--- config.mk ---
export PLATFORM = sky130hd
export DESIGN_NAME = multdiv_seq
export DESIGN_NICKNAME = d
export VERILOG_FILES = /design/src/rtl/multdiv_pkg.sv /design/src/rtl/div_step.sv /design/src/rtl/multdiv_seq.sv
export SDC_FILE = /design/constraint.sdc
export NUM_CORES = 1
export LEC_CHECK = 0
export CORE_MARGIN = 1
export CORE_UTILIZATION = 36
export CTS_BUF_LIST = sky130_fd_sc_hd__clkbuf_2 sky130_fd_sc_hd__clkbuf_4 sky130_fd_sc_hd__clkbuf_8
export DETAILED_ROUTE_END_ITERATION = 10
export GPL_TIMING_DRIVEN = 1
export HOLD_SLACK_MARGIN = 0.08
export PLACE_DENSITY_LB_ADDON = 0.05
export SETUP_SLACK_MARGIN = 0.05
export SLEW_MARGIN = 20
export SYNTH_ARGS = -nofsm -noshare
export SYNTH_HDL_FRONTEND = slang
export SYNTH_HIERARCHICAL = 1
export SYNTH_SLANG_ARGS = --single-unit
--- constraint.sdc ---
create_clock -name clock -period 15.3 [get_ports clock]
set_input_delay 3.06 -clock clock [delete_from_list [all_inputs] [get_ports clock]]
set_output_delay 3.06 -clock clock [all_outputs]
set_load 0.02 [all_outputs]
--- src/rtl/multdiv_pkg.sv ---
// Shared types and constants for the sequential multiply/divide unit.
package multdiv_pkg;

  localparam int ITER  = 32;
  localparam int CNT_W = $clog2(ITER) + 1;

  localparam logic [31:0] INT_MIN = 32'h8000_0000;
  localparam logic [31:0] NEG_ONE = 32'hFFFF_FFFF;

  typedef enum logic [1:0] {IDLE, MULT, DIV, DONE} state_t;

  // Magnitude of a two's complement word; |INT_MIN| comes out as unsigned 0x80000000.
  function automatic logic [31:0] mag32(input logic [31:0] v);
    return v[31] ? (~v + 32'd1) : v;
  endfunction

endpackage

--- src/rtl/div_step.sv ---
// One restoring-division iteration: shift {R,Q} left, trial-subtract the divisor.
module div_step (
  input  logic [31:0] r,
  input  logic [31:0] q,
  input  logic [31:0] d,
  output logic [31:0] r_next,
  output logic [31:0] q_next
);

  logic [32:0] r_sh;
  logic [32:0] diff;

  // R < d <= 2^31, so the shifted remainder stays below 2^32 and diff[32] is a true sign.
  assign r_sh   = {r, q[31]};
  assign diff   = r_sh - {1'b0, d};
  assign r_next = diff[32] ? r_sh[31:0] : diff[31:0];
  assign q_next = {q[30:0], ~diff[32]};

endmodule

--- src/rtl/multdiv_seq.sv ---
// Sequential signed 32-bit multiply (radix-2 Booth) / divide (restoring), one bit per clock.
module multdiv_seq
  import multdiv_pkg::*;
(
  input  logic        clock,
  input  logic        reset,
  input  logic [31:0] data_operandA,
  input  logic [31:0] data_operandB,
  input  logic        ctrl_MULT,
  input  logic        ctrl_DIV,
  output logic [31:0] data_result,
  output logic        data_exception,
  output logic        data_resultRDY
);

  state_t             state;
  logic [CNT_W-1:0]   cnt;
  logic signed [31:0] a_reg;
  logic signed [31:0] p_reg;
  logic [31:0]        q_reg;
  logic               qm1;
  logic [31:0]        r_reg;
  logic [31:0]        bmag;
  logic               neg_q;
  logic               div_zero;
  logic               div_ovf;

  logic signed [32:0] booth_sum;
  logic [32:0]        hi_bits;
  logic               mult_ovf;
  logic [31:0]        r_nxt;
  logic [31:0]        q_nxt;
  logic [31:0]        quot;

  // 33-bit Booth adder so P +/- A never loses its sign before the shift.
  always_comb begin
    booth_sum = {p_reg[31], p_reg};
    case ({q_reg[0], qm1})
      2'b01:   booth_sum = {p_reg[31], p_reg} + {a_reg[31], a_reg};
      2'b10:   booth_sum = {p_reg[31], p_reg} - {a_reg[31], a_reg};
      default: booth_sum = {p_reg[31], p_reg};
    endcase
  end

  assign hi_bits  = {p_reg, q_reg[31]};
  assign mult_ovf = !((&hi_bits) || !(|hi_bits));
  assign quot     = neg_q ? (32'd0 - q_reg) : q_reg;

  div_step u_div_step (
    .r      (r_reg),
    .q      (q_reg),
    .d      (bmag),
    .r_next (r_nxt),
    .q_next (q_nxt)
  );

  always_ff @(posedge clock or posedge reset) begin
    if (reset) begin
      state          <= IDLE;
      cnt            <= '0;
      a_reg          <= '0;
      p_reg          <= '0;
      q_reg          <= '0;
      qm1            <= 1'b0;
      r_reg          <= '0;
      bmag           <= '0;
      neg_q          <= 1'b0;
      div_zero       <= 1'b0;
      div_ovf        <= 1'b0;
      data_result    <= '0;
      data_exception <= 1'b0;
      data_resultRDY <= 1'b0;
    end else if (ctrl_MULT || ctrl_DIV) begin
      // A new request always wins, aborting whatever was in flight.
      cnt            <= '0;
      data_resultRDY <= 1'b0;
      if (ctrl_MULT) begin
        state <= MULT;
        a_reg <= data_operandA;
        p_reg <= '0;
        q_reg <= data_operandB;
        qm1   <= 1'b0;
      end else begin
        state    <= DIV;
        r_reg    <= '0;
        q_reg    <= mag32(data_operandA);
        bmag     <= mag32(data_operandB);
        neg_q    <= data_operandA[31] ^ data_operandB[31];
        div_zero <= (data_operandB == '0);
        div_ovf  <= (data_operandA == INT_MIN) && (data_operandB == NEG_ONE);
      end
    end else begin
      case (state)
        IDLE: data_resultRDY <= 1'b0;
        MULT: begin
          if (cnt == CNT_W'(ITER)) begin
            state          <= DONE;
            data_result    <= q_reg;
            data_exception <= mult_ovf;
            data_resultRDY <= 1'b1;
          end else begin
            p_reg <= booth_sum[32:1];
            q_reg <= {booth_sum[0], q_reg[31:1]};
            qm1   <= q_reg[0];
            cnt   <= cnt + CNT_W'(1);
          end
        end
        DIV: begin
          if (cnt == CNT_W'(ITER)) begin
            state          <= DONE;
            data_result    <= div_zero ? 32'd0 : (div_ovf ? INT_MIN : quot);
            data_exception <= div_zero || div_ovf;
            data_resultRDY <= 1'b1;
          end else begin
            r_reg <= r_nxt;
            q_reg <= q_nxt;
            cnt   <= cnt + CNT_W'(1);
          end
        end
        DONE: begin
          state          <= IDLE;
          data_resultRDY <= 1'b0;
        end
        default: state <= IDLE;
      endcase
    end
  end

endmodule

---- Word-level counts from Yosys, hierarchy flattened ----
Cells that the tools add are included.
Widths: inputs -> output; s select.
word-level totals
  bits in registers ....................... 206
  logic and storage cells ................. 112
cells by class
  add/sub/neg operators ................... 7
  eq/ne operators ......................... 16
  multiplexer cells ....................... 40
  bitwise gates (word level) .............. 6
  reductions and logical operators ........ 28
operators with widths
  operator               number
  $mux 32                20
  $pmux 32 s2            2
  $pmux 33 s2            1
  $add 32x1->32 const B  2
  $eq 32x32->1 const B   2
  $not 32->32            2
  $add 32x32->33         1
  $reduce_and 33->1      1
  $reduce_or 33->1       1
  $sub 32x32->33         1
  $sub 33x32->33         1
  $logic_not 32->1       1
  $sub 1x32->32 const A  1
  $mux 6                 3
  $ne 2x2->1 const B     5
  $reduce_and 3->1       3
  $reduce_bool 3->1      3
  $mux 1                 8
  $reduce_and 2->1       4
  $reduce_and 4->1       2
  $reduce_bool 2->1      4
  $add 6x1->6 const B    1
  $eq 2x2->1 const B     3
  $eq 6x6->1 const B     1
  other kinds (13)       24

---- Logic depth before layout (Yosys ltp) ----
  word-level depth ........................ 6
  mapped depth ............................ 19
  depth with buffers taken out ............ 18

---- By module ----
Netlist, hierarchy kept.
by module, submodules not included
  module       instances  cells each  area each (um^2)  sequential area each (um^2)
  multdiv_seq  1          1551        13221.4           5154.9
  div_step     1          342         2488.6            0.0

---- Least setup slack after synthesis ----
Ideal clock, no wire load.
  path type ............................... in2reg
  start ................................... in data_operandA[0]
  end ..................................... reg q_reg[29]
  library setup time ...................... 0.077 ns
  arrival ................................. 5.325 ns
  data required time ...................... 15.223 ns
  setup slack ............................. 9.897 ns
  stages .................................. 10
  buffers on the path ..................... 1
  cells stage by stage .................... or4_1 -> or4_1 -> buf_2 -> nand4bb_1 -> or2_4 -> o31ai_4 -> xor2_1 -> a211oi_1 -> a21oi_2 -> a21oi_1
on the way
  cells in the longest elaborated chain, start to end .. 5
ends and longest elaborated chain
  element               RTL line            text
  start, declared       multdiv_seq.sv:7    input logic [31:0] data_operandA,
  $not 32->32           multdiv_pkg.sv:14   return v[31] ? (~v + 32'd1) : v;
  $add 32x1->32         multdiv_pkg.sv:14
  $mux 32               multdiv_pkg.sv:14
  $mux 32               multdiv_seq.sv:77   if (ctrl_MULT) begin
  $mux 32               multdiv_seq.sv:73   end else if (ctrl_MULT || ctrl_DIV) begin
  end signal, assigned  multdiv_seq.sv:81   q_reg <= data_operandB;
  end signal, assigned  multdiv_seq.sv:86   q_reg <= mag32(data_operandA);
  end signal, assigned  multdiv_seq.sv:103  q_reg <= {booth_sum[0], q_reg[31:1]};
  end, declared         multdiv_seq.sv:20   logic [31:0] q_reg;
Every way passes these cells.
A chain may end at the register's enable or synchronous reset.

---- Final worst setup path ----
  start ................................... in data_operandA[0]
  end ..................................... reg q_reg[30]
The elaborated chain is that of the path after synthesis.

==> impl_metrics.ini <==
[global_routing]
track_usage_pct = 22.46
grt-ovfl-total = 0
grt_pass1_wl_mm = 77.60
grt_pass1_vias = 13392
antenna_found_initial = 2
grt_max_degree = 102

[setup_path]
critPathTopFamily = simple AND/OR/NAND/NOR gates
timing.critical_path.slowest_stage_cell = nor4b_1
critPathKind = input port to flop
arrival_ns = 6.41
critPathBufInv = 2
crit_fanout = 6
required_ns = 15.76
cp_common_cell = a21oi_1
cp-start-kind = input port
worst_path_largest_cell_delay_ns = 0.58
crit_path_end_kind = flop
path_cells = clkdlybuf4s50_1, inv_1, ha_1, nor4b_1, nand3_1, nand4b_1, or3_1, o31ai_1, xor2_1, a211oi_1, a21oi_1, a21oi_1

[yosys]
synth_area_sq_um = 15710
ys_ff_latch = 206
ys_warn_count = 6
yosys.area_share.adder_pct = 6.228
synth-seq-area-share_pct = 32.81
synth_simple_gate_area_share_pct = 17.86
synth_mux_area_share_pct = 4.412
synthFlopType = dfrtp_1
synthArstFlopShare_pct = 100.0
ys_types = 83
syn_avg_cell_area_sq_um = 8.299
synthXorXnorAreaFrac_pct = 9.756
syn-num-nets = 2038
synth-edff-count = 0
syn_inst = 1893
synth_compound_area_share_pct = 23.20
synth_top_family_by_area = compound AO/OA/AOI/OAI gates

[floorplan]
die-height_um = 210.9
io_pins = 102
initial_core_util_pct = 36.47
dieArea_sq_um = 44480
core.rowCount = 76
die_w_um = 210.9
coreArea_sq_um = 43080

[sta]
rsz0062_at_grt = no
setup_viol = 0
timing.final.crit_period_ns = 5.955
drv_slew = 0
fin_crit_sh_pct = 38.92
fin_worst_skew_ns = 0.04827
slew_headroom_pct = 24.13
fin_tns_setup_ns = 0
fmax_mhz = 167.9
tightest_slew_ns = 1.137
report.final.hold_viol_count = 0

[power]
ir_worst_vdd_mv = 0.08313
power.leakage_nw = 7.510
fin_total_pwr_mw = 2.183
powerDensity_nw_per_um2 = 121.4

[clock_tree]
clk_pin_slew_ns = 0.06
cts_resized = 0
cts.sinks = 206
cts.path.max_buffers = 3
htree_levels = 2
cts_tree = built
cts-buffers-inserted = 43
cts_hold_buf = 0
clock_latency_ns = 0.62
post-cts-setup-buffer-count = 0
root_buffer = clkbuf_8

[layout]
drive_above_1_share_pct = 8.951
fin_nets = 2066
syn_to_final_growth_pct = 14.47

[place]
gp_congestion = 0.8641
post-dp-hpwl_mm = 35.84
io_buffers = 101

[detailed_routing]
antenna_left = 0
wire_per_inst_um = 19.30
drtPass1Iterations = 5
route.detailed.drc = 0
drt_iter0_drc = 982
routed_wl_mm = 49.06
viasPerCell = 5.407
vias = 13745

[min_path]
hold_class = flop to flop

[run_status]
status = complete, no violations

[flow_run]
max-cap-violations = 0
cells by family (layout without fill, tap and decap cells):
logic type               Yosys count  in the layout
AO/OA/AOI/OAI                    594            594
XOR/XNOR                         175            175
adder cells (fa/ha/maj)           77             77
buffers and inverters            203            265
flip-flops                       206            206
multiplexers                      56             56
other                              0              2
AND/OR/NAND/NOR                  582            582
cells in the final DEF, fill, tap and decap left out, types with 42 or more instances in the layout:
| cell | instances |
|---|---|
| a211oi_1 | 61 |
| a21oi_1 | 149 |
| clkbuf_8 | 57 |
| clkdlybuf4s50_1 | 99 |
| dfrtp_1 | 206 |
| ha_1 | 73 |
| inv_1 | 65 |
| nand2_1 | 216 |
| nor2_1 | 112 |
| nor2b_1 | 42 |
| o21ai_0 | 195 |
| xnor2_1 | 80 |
| xor2_1 | 95 |
worst reg2reg max path, delay by kind of cell (launching register included):
kind / cells / cell delay (ns)
DFF: 1 / 0.61
and+or+nand+nor: 5 / 0.77
muxes: 2 / 0.30
adders and majority gates: 2 / 0.66
AOI/OAI and AO/OA: 7 / 1.30
buffers and inverters: 3 / 0.86
through the flow:
step                      instance area (sq um)  hold WS, ns  utilization [%]  cells  setup slack, ns
after global routing                      17980       0.5008            41.74   2541            9.194
final                                     17980       0.4779            41.75   2542            9.345
after floorplan                           15710       0.4485                -   1893            6.616
after global placement                    16960       0.4651            39.38   2461            8.845
after detailed placement                  16960       0.4707            39.38   2461            8.829
after CTS                                 17950       0.4836            41.68   2540            9.503
cells in the mapped netlist (6+ instances only):
master | count | area share [%]
a211oi_1 | 61 | 2.9
a21o_1 | 31 | 1.5
a21oi_1 | 149 | 4.7
a22o_1 | 15 | 0.84
a22oi_1 | 14 | 0.67
a31oi_1 | 16 | 0.64
and3_1 | 8 | 0.32
buf_1 | 7 | 0.17
buf_4 | 31 | 1.5
clkbuf_1 | 90 | 2.2
dfrtp_1 | 206 | 33
ha_1 | 75 | 6.0
inv_1 | 66 | 1.6
mux2_2 | 28 | 2.0
mux2_4 | 19 | 1.8
mux2i_1 | 7 | 0.45
nand2_1 | 218 | 5.2
nand2b_1 | 21 | 0.84
nand3_1 | 29 | 0.92
nand4_1 | 27 | 1.1
nor2_1 | 114 | 2.7
nor2b_1 | 42 | 1.7
nor3_1 | 34 | 1.1
nor4_1 | 27 | 1.1
o21a_1 | 10 | 0.48
o21ai_0 | 197 | 6.3
o21ai_1 | 16 | 0.51
o21bai_1 | 7 | 0.33
o31ai_1 | 28 | 1.3
o41ai_1 | 7 | 0.39
or2_2 | 6 | 0.24
or3_1 | 17 | 0.68
or4_1 | 8 | 0.38
xnor2_1 | 80 | 4.5
xor2_1 | 95 | 5.3
cell type report:
cell class / instances / area, sq um
Fill cell: 4430 / 25090
Multi-Input combinational cell: 1484 / 9704
Sequential cell: 206 / 5155
Timing Repair Buffer: 118 / 1135
Clock buffer: 72 / 897.1
Tap cell: 585 / 732.0
Inverter: 68 / 262.8
Clock inverter: 7 / 92.59
Antenna cell: 2 / 5.005
path summary, 6_finish.rpt:
check                                      start         to  slack, ns  cells after the start
worst max-delay path            data_operandA[0]  q_reg[30]       9.34                     12
worst min-delay path                    bmag[12]   bmag[12]       0.48                      2
worst max register to register         q_reg[31]   q_reg[0]      10.70                     19
worst min register to register          bmag[12]   bmag[12]       0.48                      2
max in group asynchronous                  reset  r_reg[13]      10.99                      3
min in group asynchronous                  reset   p_reg[9]       2.94                      2
metal layers:
layer / vias up / share of wire [%] / GRT usage [%]
met2: 310 / 45 / 35.61
met5: - / 0 / 0
li1: 6830 / - / -
met1: 6534 / 47 / 31.04
met4: 0 / 2.3 / 6.597
met3: 71 / 5.3 / 4.118
where the power goes:
group / leakage [nW] / internal [mW] / switching [mW]
clock network: 0.528 / 0.404 / 0.276
registers: 2.63 / 0.627 / 0.0872
logic: 4.35 / 0.350 / 0.440
total: 7.51 / 1.38 / 0.803
(Power assumes the default switching activity.)
